**config.mk**
```make
export PLATFORM = sky130hd
export DESIGN_NAME = layer_serializer
export DESIGN_NICKNAME = d
export VERILOG_FILES = /design/src/rtl/fnn_pkg.sv /design/src/rtl/frame_buffer.sv /design/src/rtl/layer_serializer.sv
export SDC_FILE = /design/constraint.sdc
export NUM_CORES = 1
export LEC_CHECK = 0
export CORE_UTILIZATION = 25
export CTS_CLUSTER_DIAMETER = 150
export CTS_CLUSTER_SIZE = 14
export DETAILED_ROUTE_END_ITERATION = 8
export PLACE_DENSITY = 0.55
export RECOVER_POWER = 25
export SKIP_CTS_REPAIR_TIMING = 1
export SYNTH_ARGS = -nofsm -noshare
export SYNTH_HDL_FRONTEND = slang
export SYNTH_SLANG_ARGS = --single-unit
```
**constraint.sdc**
```tcl
create_clock -name clk -period 61.2 [get_ports clk]
set_input_delay 6.12 -clock clk [delete_from_list [all_inputs] [get_ports clk]]
set_output_delay 6.12 -clock clk [all_outputs]
set_load 0.01 [all_outputs]
```
**src/rtl/fnn_pkg.sv**
```systemverilog
// rtl/fnn_pkg.sv - shared types for the feed-forward network datapath
package fnn_pkg;

  localparam int DEF_DATA_WIDTH = 16;

  typedef logic [DEF_DATA_WIDTH-1:0] word_t;

  typedef enum logic {
    IDLE   = 1'b0,
    STREAM = 1'b1
  } ser_state_e;

endpackage

```
**src/rtl/frame_buffer.sv**
```systemverilog
// rtl/frame_buffer.sv - one frame of neuron words with whole-frame load and indexed read
module frame_buffer #(
  parameter int NUM_NEURONS = 30,
  parameter int DATA_WIDTH  = 16,
  parameter int IDX_WIDTH   = 5
) (
  input  logic                              clk,
  input  logic                              load,
  input  logic [NUM_NEURONS*DATA_WIDTH-1:0] din,
  input  logic [IDX_WIDTH-1:0]              rd_idx,
  output logic [DATA_WIDTH-1:0]             rd_data,
  output logic [NUM_NEURONS*DATA_WIDTH-1:0] q
);

  logic [NUM_NEURONS*DATA_WIDTH-1:0] mem;

  // Validity is tracked by the owner, so the storage itself needs no reset.
  always_ff @(posedge clk) begin
    if (load) begin
      mem <= din;
    end
  end

  always_comb begin
    rd_data = '0;
    for (int i = 0; i < NUM_NEURONS; i++) begin
      if (rd_idx == IDX_WIDTH'(i)) begin
        rd_data = mem[i*DATA_WIDTH +: DATA_WIDTH];
      end
    end
  end

  assign q = mem;

endmodule

```
**src/rtl/layer_serializer.sv**
```systemverilog
// rtl/layer_serializer.sv - captures a layer's parallel neuron outputs and streams them one word per clock
module layer_serializer
  import fnn_pkg::*;
#(
  parameter int NUM_NEURONS = 30,
  parameter int DATA_WIDTH  = DEF_DATA_WIDTH,
  parameter int IDX_WIDTH   = (NUM_NEURONS > 1) ? $clog2(NUM_NEURONS) : 1
) (
  input  logic                              clk,
  input  logic                              rst,
  input  logic [NUM_NEURONS*DATA_WIDTH-1:0] neuron_out,
  input  logic [NUM_NEURONS-1:0]            neuron_valid,
  input  logic                              err_clr,
  output logic [DATA_WIDTH-1:0]             out_data,
  output logic                              out_valid,
  output logic [IDX_WIDTH-1:0]              out_index,
  output logic                              out_last,
  output logic                              busy,
  output logic                              err_overrun,
  output logic                              err_misalign
);

  localparam logic [IDX_WIDTH-1:0] LAST_IDX = IDX_WIDTH'(NUM_NEURONS - 1);

  ser_state_e state, state_n;
  logic [IDX_WIDTH-1:0]  idx, idx_n;
  logic                  pend_valid, pend_valid_n;
  logic [DATA_WIDTH-1:0] data_q, data_n;
  logic                  act_load, act_from_pend, pend_load;
  logic                  set_ovr, set_mis;
  logic                  cap;

  logic [NUM_NEURONS*DATA_WIDTH-1:0] act_din, pend_q, unused_act_q;
  logic [DATA_WIDTH-1:0]             act_rd, pend_word0;
  logic [IDX_WIDTH-1:0]              act_rd_idx;

  assign cap        = |neuron_valid;
  assign act_din    = act_from_pend ? pend_q : neuron_out;
  assign act_rd_idx = idx + 1'b1;

  frame_buffer #(
    .NUM_NEURONS(NUM_NEURONS),
    .DATA_WIDTH (DATA_WIDTH),
    .IDX_WIDTH  (IDX_WIDTH)
  ) u_active (
    .clk    (clk),
    .load   (act_load),
    .din    (act_din),
    .rd_idx (act_rd_idx),
    .rd_data(act_rd),
    .q      (unused_act_q)
  );

  frame_buffer #(
    .NUM_NEURONS(NUM_NEURONS),
    .DATA_WIDTH (DATA_WIDTH),
    .IDX_WIDTH  (IDX_WIDTH)
  ) u_pending (
    .clk    (clk),
    .load   (pend_load),
    .din    (neuron_out),
    .rd_idx ('0),
    .rd_data(pend_word0),
    .q      (pend_q)
  );

  always_comb begin
    state_n       = state;
    idx_n         = idx;
    pend_valid_n  = pend_valid;
    data_n        = data_q;
    act_load      = 1'b0;
    act_from_pend = 1'b0;
    pend_load     = 1'b0;
    set_ovr       = 1'b0;
    set_mis       = cap & ~(&neuron_valid);
    case (state)
      IDLE: begin
        if (cap) begin
          act_load = 1'b1;
          state_n  = STREAM;
          idx_n    = '0;
          data_n   = neuron_out[DATA_WIDTH-1:0];
        end
      end
      STREAM: begin
        if (idx == LAST_IDX) begin
          // Retiring the last word frees the pending slot, so a capture here always fits.
          idx_n = '0;
          if (pend_valid) begin
            act_load      = 1'b1;
            act_from_pend = 1'b1;
            data_n        = pend_word0;
            pend_load     = cap;
            pend_valid_n  = cap;
          end else if (cap) begin
            act_load = 1'b1;
            data_n   = neuron_out[DATA_WIDTH-1:0];
          end else begin
            state_n = IDLE;
          end
        end else begin
          idx_n  = idx + 1'b1;
          data_n = act_rd;
          if (cap) begin
            if (!pend_valid) begin
              pend_load    = 1'b1;
              pend_valid_n = 1'b1;
            end else begin
              set_ovr = 1'b1;
            end
          end
        end
      end
      default: state_n = IDLE;
    endcase
  end

  always_ff @(posedge clk) begin
    if (rst) begin
      state        <= IDLE;
      idx          <= '0;
      pend_valid   <= 1'b0;
      data_q       <= '0;
      err_overrun  <= 1'b0;
      err_misalign <= 1'b0;
    end else begin
      state        <= state_n;
      idx          <= idx_n;
      pend_valid   <= pend_valid_n;
      data_q       <= data_n;
      err_overrun  <= (err_overrun & ~err_clr) | set_ovr;
      err_misalign <= (err_misalign & ~err_clr) | set_mis;
    end
  end

  assign out_data  = data_q;
  assign out_valid = (state == STREAM);
  assign out_index = idx;
  assign out_last  = (state == STREAM) && (idx == LAST_IDX);
  assign busy      = (state == STREAM) | pend_valid;

endmodule

```
==> results of run 1 <==
==> power by group through the flow <==
stage	combinational, mW	clock [mW]	sequential (mW)
finish	0.110	0.493	0.785
detailed placement	0.117	0	0.800
global placement	0.116	0	0.799
floorplan	0.0389	0	0.839
CTS	0.118	0.504	0.785
global route	0.117	0.524	0.787
==> critical path: cells and delay by family <==
kind,cells,cell delay (ns)
buffers and inverters,5,3.13
AND/OR/NAND/NOR,4,0.70
==> Yosys cell counts, drive strengths merged, types with 34 or more instances <==
cell type	instances
nor2	96
clkbuf	145
a22oi	37
nand3	36
edfxtp	960
nand2	1530
nor3	34
a221oi	40
o22ai	59
buf	49
o21ai	93
a21oi	104
==> logic make-up (layout without fill, tap and decap cells) <==
family / count (synthesis) / count (layout)
AO/OA/AOI/OAI: 541 / 541
XOR/XNOR: 1 / 1
other: 0 / 38
buffers and inverters: 208 / 742
adder cells (fa/ha/maj): 6 / 6
AND/OR/NAND/NOR: 1776 / 1776
multiplexers: 16 / 16
flip-flops: 985 / 985
==> sequential cells by signal, indices dropped and copies added, names as in the netlist <==
signal and count:
err_overrun 1, u_pending.q 480, err_misalign 1, out_valid 1, out_index 5, u_active.q 480, pend_valid 1, out_data 16
==> worst max-delay path by stage <==
stage	slack [ns]	end
2_1_floorplan	3.29	u_pending.q[0]
3_3_place_gp	50.64	u_pending.q[194]
3_5_place_dp	50.58	u_pending.q[210]
4_1_cts	51.34	u_pending.q[228]
5_1_grt	51.08	u_pending.q[228]
6_report	51.22	u_pending.q[180]
==> layer usage <==
metal,track usage,vias to the layer above,wire length [um]
met5,0,-,471
met4,0.0727,76,6520
met3,0.0542,356,15000
met2,0.318,1450,79600
met1,0.247,14800,67400
li1,-,13700,-
==> final cells by class <==
class                      count  area (um^2)
inverter                      14         52.6
tap                         2175         2720
clock buffer                 107         2170
fill                       16500       112000
antenna                       38         95.1
clock inverter                 5         86.3
sequential                   985        29300
multi-input combinational   2340        11200
timing repair buffer         616         6020
==> metrics by stage <==
| stage | cells | power, mW |
|---|---|---|
| finish | 6280 | 1.39 |
| global route | 6260 | 1.43 |
| CTS | 6242 | 1.41 |
| detailed placement | 6130 | 0.917 |
| global placement | 6130 | 0.915 |
| floorplan | 3533 | 0.878 |
==> results.yml, run 1 <==
outcome:
  status: "finished clean"
grt:
  grt_max_degree: 190
  grt_pass1_vias: 29200
  antenna_found_initial: 132
  grt_use_total: 0.196
  overflow: 0
  grt_first_pass_wirelength_mm: 230
route:
  dr_total_vias: 30400
  postRouteAntennaNets: 0
  wire_per_inst_um: 26.9
  firstDrtPassIters: 7
  route.detailed.drc: 0
  drt_iter0_drc: 3673
  viasPerCell: 4.84
  routed_wirelength_mm: 169
setup_path:
  cp.arrival_ns: 10.29
  reg2reg_slack_ns: 56.12
  crit_fanout: 145
  worst_setup_path_start_kind: "input port"
  end_kind: "register"
  crit_path_cell_trace: "clkdlybuf4s50_1 -> nor4_1 -> nand4_1 -> nor2_2 -> buf_4 -> nor4b_2 -> buf_12 -> buf_4 -> buf_4"
  slowest_delay_ns: 0.97
  rr_endpoint: "u_active.q[330]"
  critPathLaunch: "neuron_valid[24]"
  crit_top_cell: "buf_4"
  cp.required_ns: 61.51
  r2r_start: "out_index[2]"
  crit_type: "in -> reg"
  cp_slowest_cell: "buf_4"
  r2r.worst_path.cells: 9
floorplan:
  die_h_um: 409
  start_util: 0.253
  fp-row-count: 148
  die_x_um: 409
  pin_count: 539
  core_area_mm2: 0.164
  die_area_mm2: 0.167
timing:
  skew_ns: 0.0379
  fin_crit_ns: 9.98
  hold_slack_ns: 0.485
  setup_tns_ns: 0
  setup_viol: 0
  final_hold_viol_count: 0
  slew_violations: 0
  max_freq_ghz: 0.100
  fin_ws_ns: 51.22
  worst_pin_slew_ns: 1.23
  timing.final.crit_share: 0.163
  max_slew_margin: 0.178
  rsz0062_at_grt: "false"
worst_hold_path:
  hold_path.startpoint: "u_pending.q[334]"
  hp-class: "reg -> reg"
  worstHoldEndpoint: "u_active.q[334]"
  min_path_cells: 2
clocking:
  cts-htree-levels: 3
  insertion_delay_ns: 0.71
  path_clk_slew_ns: 0.07
  cts_root_buf: "clkbuf_16"
  cts_buffer_depth: 3
  cts.sinks: 985
  numCtsBuffers: 80
  cts_tree: "yes"
placed_design:
  dpl_cell_area_mm2: 0.0494
  dpl.hpwl_mm: 122
  pre_cts_slack_ns: 50.58
  io_buffers: 538
  gp_congestion: 0.862
synth:
  postSynth.asyncResetShare: 0
  yosys.cell_types.count: 90
  synth_top_family_by_area: "simple AND/OR/NAND/NOR gates"
  synthCells: 3533
  syn_avg_cell_area_um2: 11.7
  synth_compound_area_frac: 0.0943
  synth_enable_flop_cells: 960
  synth_flop_cell: "edfxtp_1"
  post_synth_fa_ha_maj_area_fraction: 0.00181
  synthMuxAreaShare: 0.00414
  yosysTopAreaCell: "edfxtp_1"
  syn-num-nets: 4052
  synth.top_cell.area_share: 0.697
  yosys_warnings: 0
  netlist_top_cells_area: "edfxtp_1, nand2_1, clkbuf_1"
  synth_seq_cells: 985
  ys_seq_area_frac: 0.709
  synth_area_mm2: 0.0414
  yosys.area_share.xor_xnor: 0.000393
  synthSimpleGateAreaFrac: 0.169
power:
  switching_share: 0.234
  p_clk_frac: 0.355
  comb_power_share: 0.079
  max-vdd-ir-drop_mv: 0.0201
  p_int_mw: 1.06
  cellPowerDensity_mw_per_mm2: 26.9
  switchingPower_uw: 325
  p_leak_nw: 18.9
  pwr-share-seq: 0.565
cells_and_area:
  utilization: 0.316
  layout_commonest_cell: "nand2_1"
  fin_area_mm2: 0.0517
  area_growth_pct: 25.0
  nets: 4556
  drive_gt1_frac: 0.0568
  layout_common_cells: "nand2_1, edfxtp_1, dlygate4sd3_1"
flow_run:
  drv_cap: 0
(Power assumes the default switching activity.)
==> run 2, diff against run 1 <==
Settings changed: PLACE_DENSITY 0.55 to 0.53.
Clock period 61.2 ns to 9.92 ns, I/O delays scaled along.
==> run 2 against run 1 <==
  * The flow now finishes with violations (capacitance limit, slew limit)
  * Clock skew rose by 0.0063 ns
  * Register-to-register slack lost 51 ns
  * Setup slack worse by 47 ns
==> results.yml, run 2 (synthesis results as in run 1) <==
outcome:
  status: "finished, violations left"
  violations: "capacitance limit, slew limit"
route:
  wl_met2_mm: 80.7
  postRouteAntennaNets: 0
  drt_iter0_drc: 3644
  wl_met1_mm: 70.1
  dr_total_vias: 30800
  firstDrtPassIters: 5
  viasPerCell: 4.91
  dr_wl_met3_mm: 14.4
  wire_per_inst_um: 27.6
  routed_wirelength_mm: 173
  top_layer: "met5"
  route.detailed.drc: 0
cells_and_area:
  drive_gt1_frac: 0.0563
  nets: 4552
  fin_cells: 6275
  fillers: 16600
  layout_common_cells: "nand2_1, edfxtp_1, dlygate4sd3_1"
  fin_area_mm2: 0.0517
  layout_commonest_cell: "nand2_1"
  utilization: 0.316
  regArea_mm2: 0.0293
  multi_input_area_mm2: 0.0113
  area_growth_pct: 25.0
worst_hold_path:
  hp-class: "reg -> reg"
grt:
  grt_pass1_vias: 29800
  overflow: 0
  grt_first_pass_wirelength_mm: 236
  grt_use_total: 0.201
  antenna_found_initial: 92
  grt_max_degree: 171
placed_design:
  numPlacedInstances: 6126
  gp_congestion: 0.931
  dpl.hpwl_mm: 129
  dpl_cell_area_mm2: 0.0494
  io_buffers: 538
floorplan:
  core_area_mm2: 0.164
  die_h_um: 409
  die_x_um: 409
  fp-row-count: 148
  pin_count: 539
  start_util: 0.253
  die_area_mm2: 0.167
timing:
  setup_viol: 0
  max_freq_ghz: 0.182
  hold_slack_ns: 0.494
  max_slew_margin: -0.631
  fin_crit_ns: 5.49
  rsz0062_at_grt: "false"
  timing.final.crit_share: 0.553
  final_hold_viol_count: 0
  skew_ns: 0.0442
  slew_violations: 22
  worst_pin_slew_ns: 2.44
power:
  p_leak_nw: 18.9
  max-vdd-ir-drop_mv: 0.119
  cellPowerDensity_mw_per_mm2: 166
setup_path:
  crit_type: "in -> reg"
  worst_setup_path_start_kind: "input port"
  cp.arrival_ns: 5.65
  cp.required_ns: 10.08
  crit_fanout: 169
  end_kind: "register"
clocking:
  cts_buffer_depth: 3
  cts.sinks: 985
  insertion_delay_ns: 0.72
  path_clk_slew_ns: 0.07
  cts_tree: "yes"
  numCtsBuffers: 80
  cts-htree-levels: 3
  cts_root_buf: "clkbuf_16"
flow_run:
  drv_cap: 1
## run 2: final cells by class
type                       instances  area share
inverter                          14     0.00102
clock inverter                     6     0.00160
sequential                       985       0.567
timing repair buffer             612       0.116
multi-input combinational       2340       0.218
antenna                           29     0.00140
clock buffer                     114      0.0420
tap                             2175      0.0526
## run 2: metrics by stage
stage	total power, mW	setup TNS, ns	setup WS, ns
4_1_cts	8.71	0	4.96
5_1_grt	8.85	0	4.52
3_3_place_gp	5.65	0	5.07
6_report	8.60	0	4.43
3_5_place_dp	5.66	0	4.97
2_1_floorplan	5.25	-6003.86	-7.20
## run 2: worst paths after layout
path | startpoint | to | depth (start not counted) | slack [ns]
worst max-delay path | neuron_valid[6] | u_pending.q[208] | 7 | 4.43
worst min-delay path | err_overrun | err_overrun | 2 | 0.49
worst max register to register | out_index[3] | u_active.q[136] | 7 | 4.85
worst min register to register | err_overrun | err_overrun | 2 | 0.49
## run 2: routing by layer
metal  up-vias  GRT usage
li1      13700          -
met1     15300      0.257
met2      1449      0.323
met3       375     0.0511
met4        58     0.0808
met5         -          0
## run 2: worst max-delay path: stages
cell and delay [ns]:
dlygate4sd3_1 0.57, nor4_1 0.34, nand4_1 0.35, nor2_1 1.89
nor4b_4 0.16, buf_4 0.46, buf_12 0.36
## run 2: power by group
group	internal [mW]	total [mW]	switching [mW]
combinational	0.253	0.657	0.404
sequential	4.79	4.88	0.0924
clock	1.52	3.07	1.54
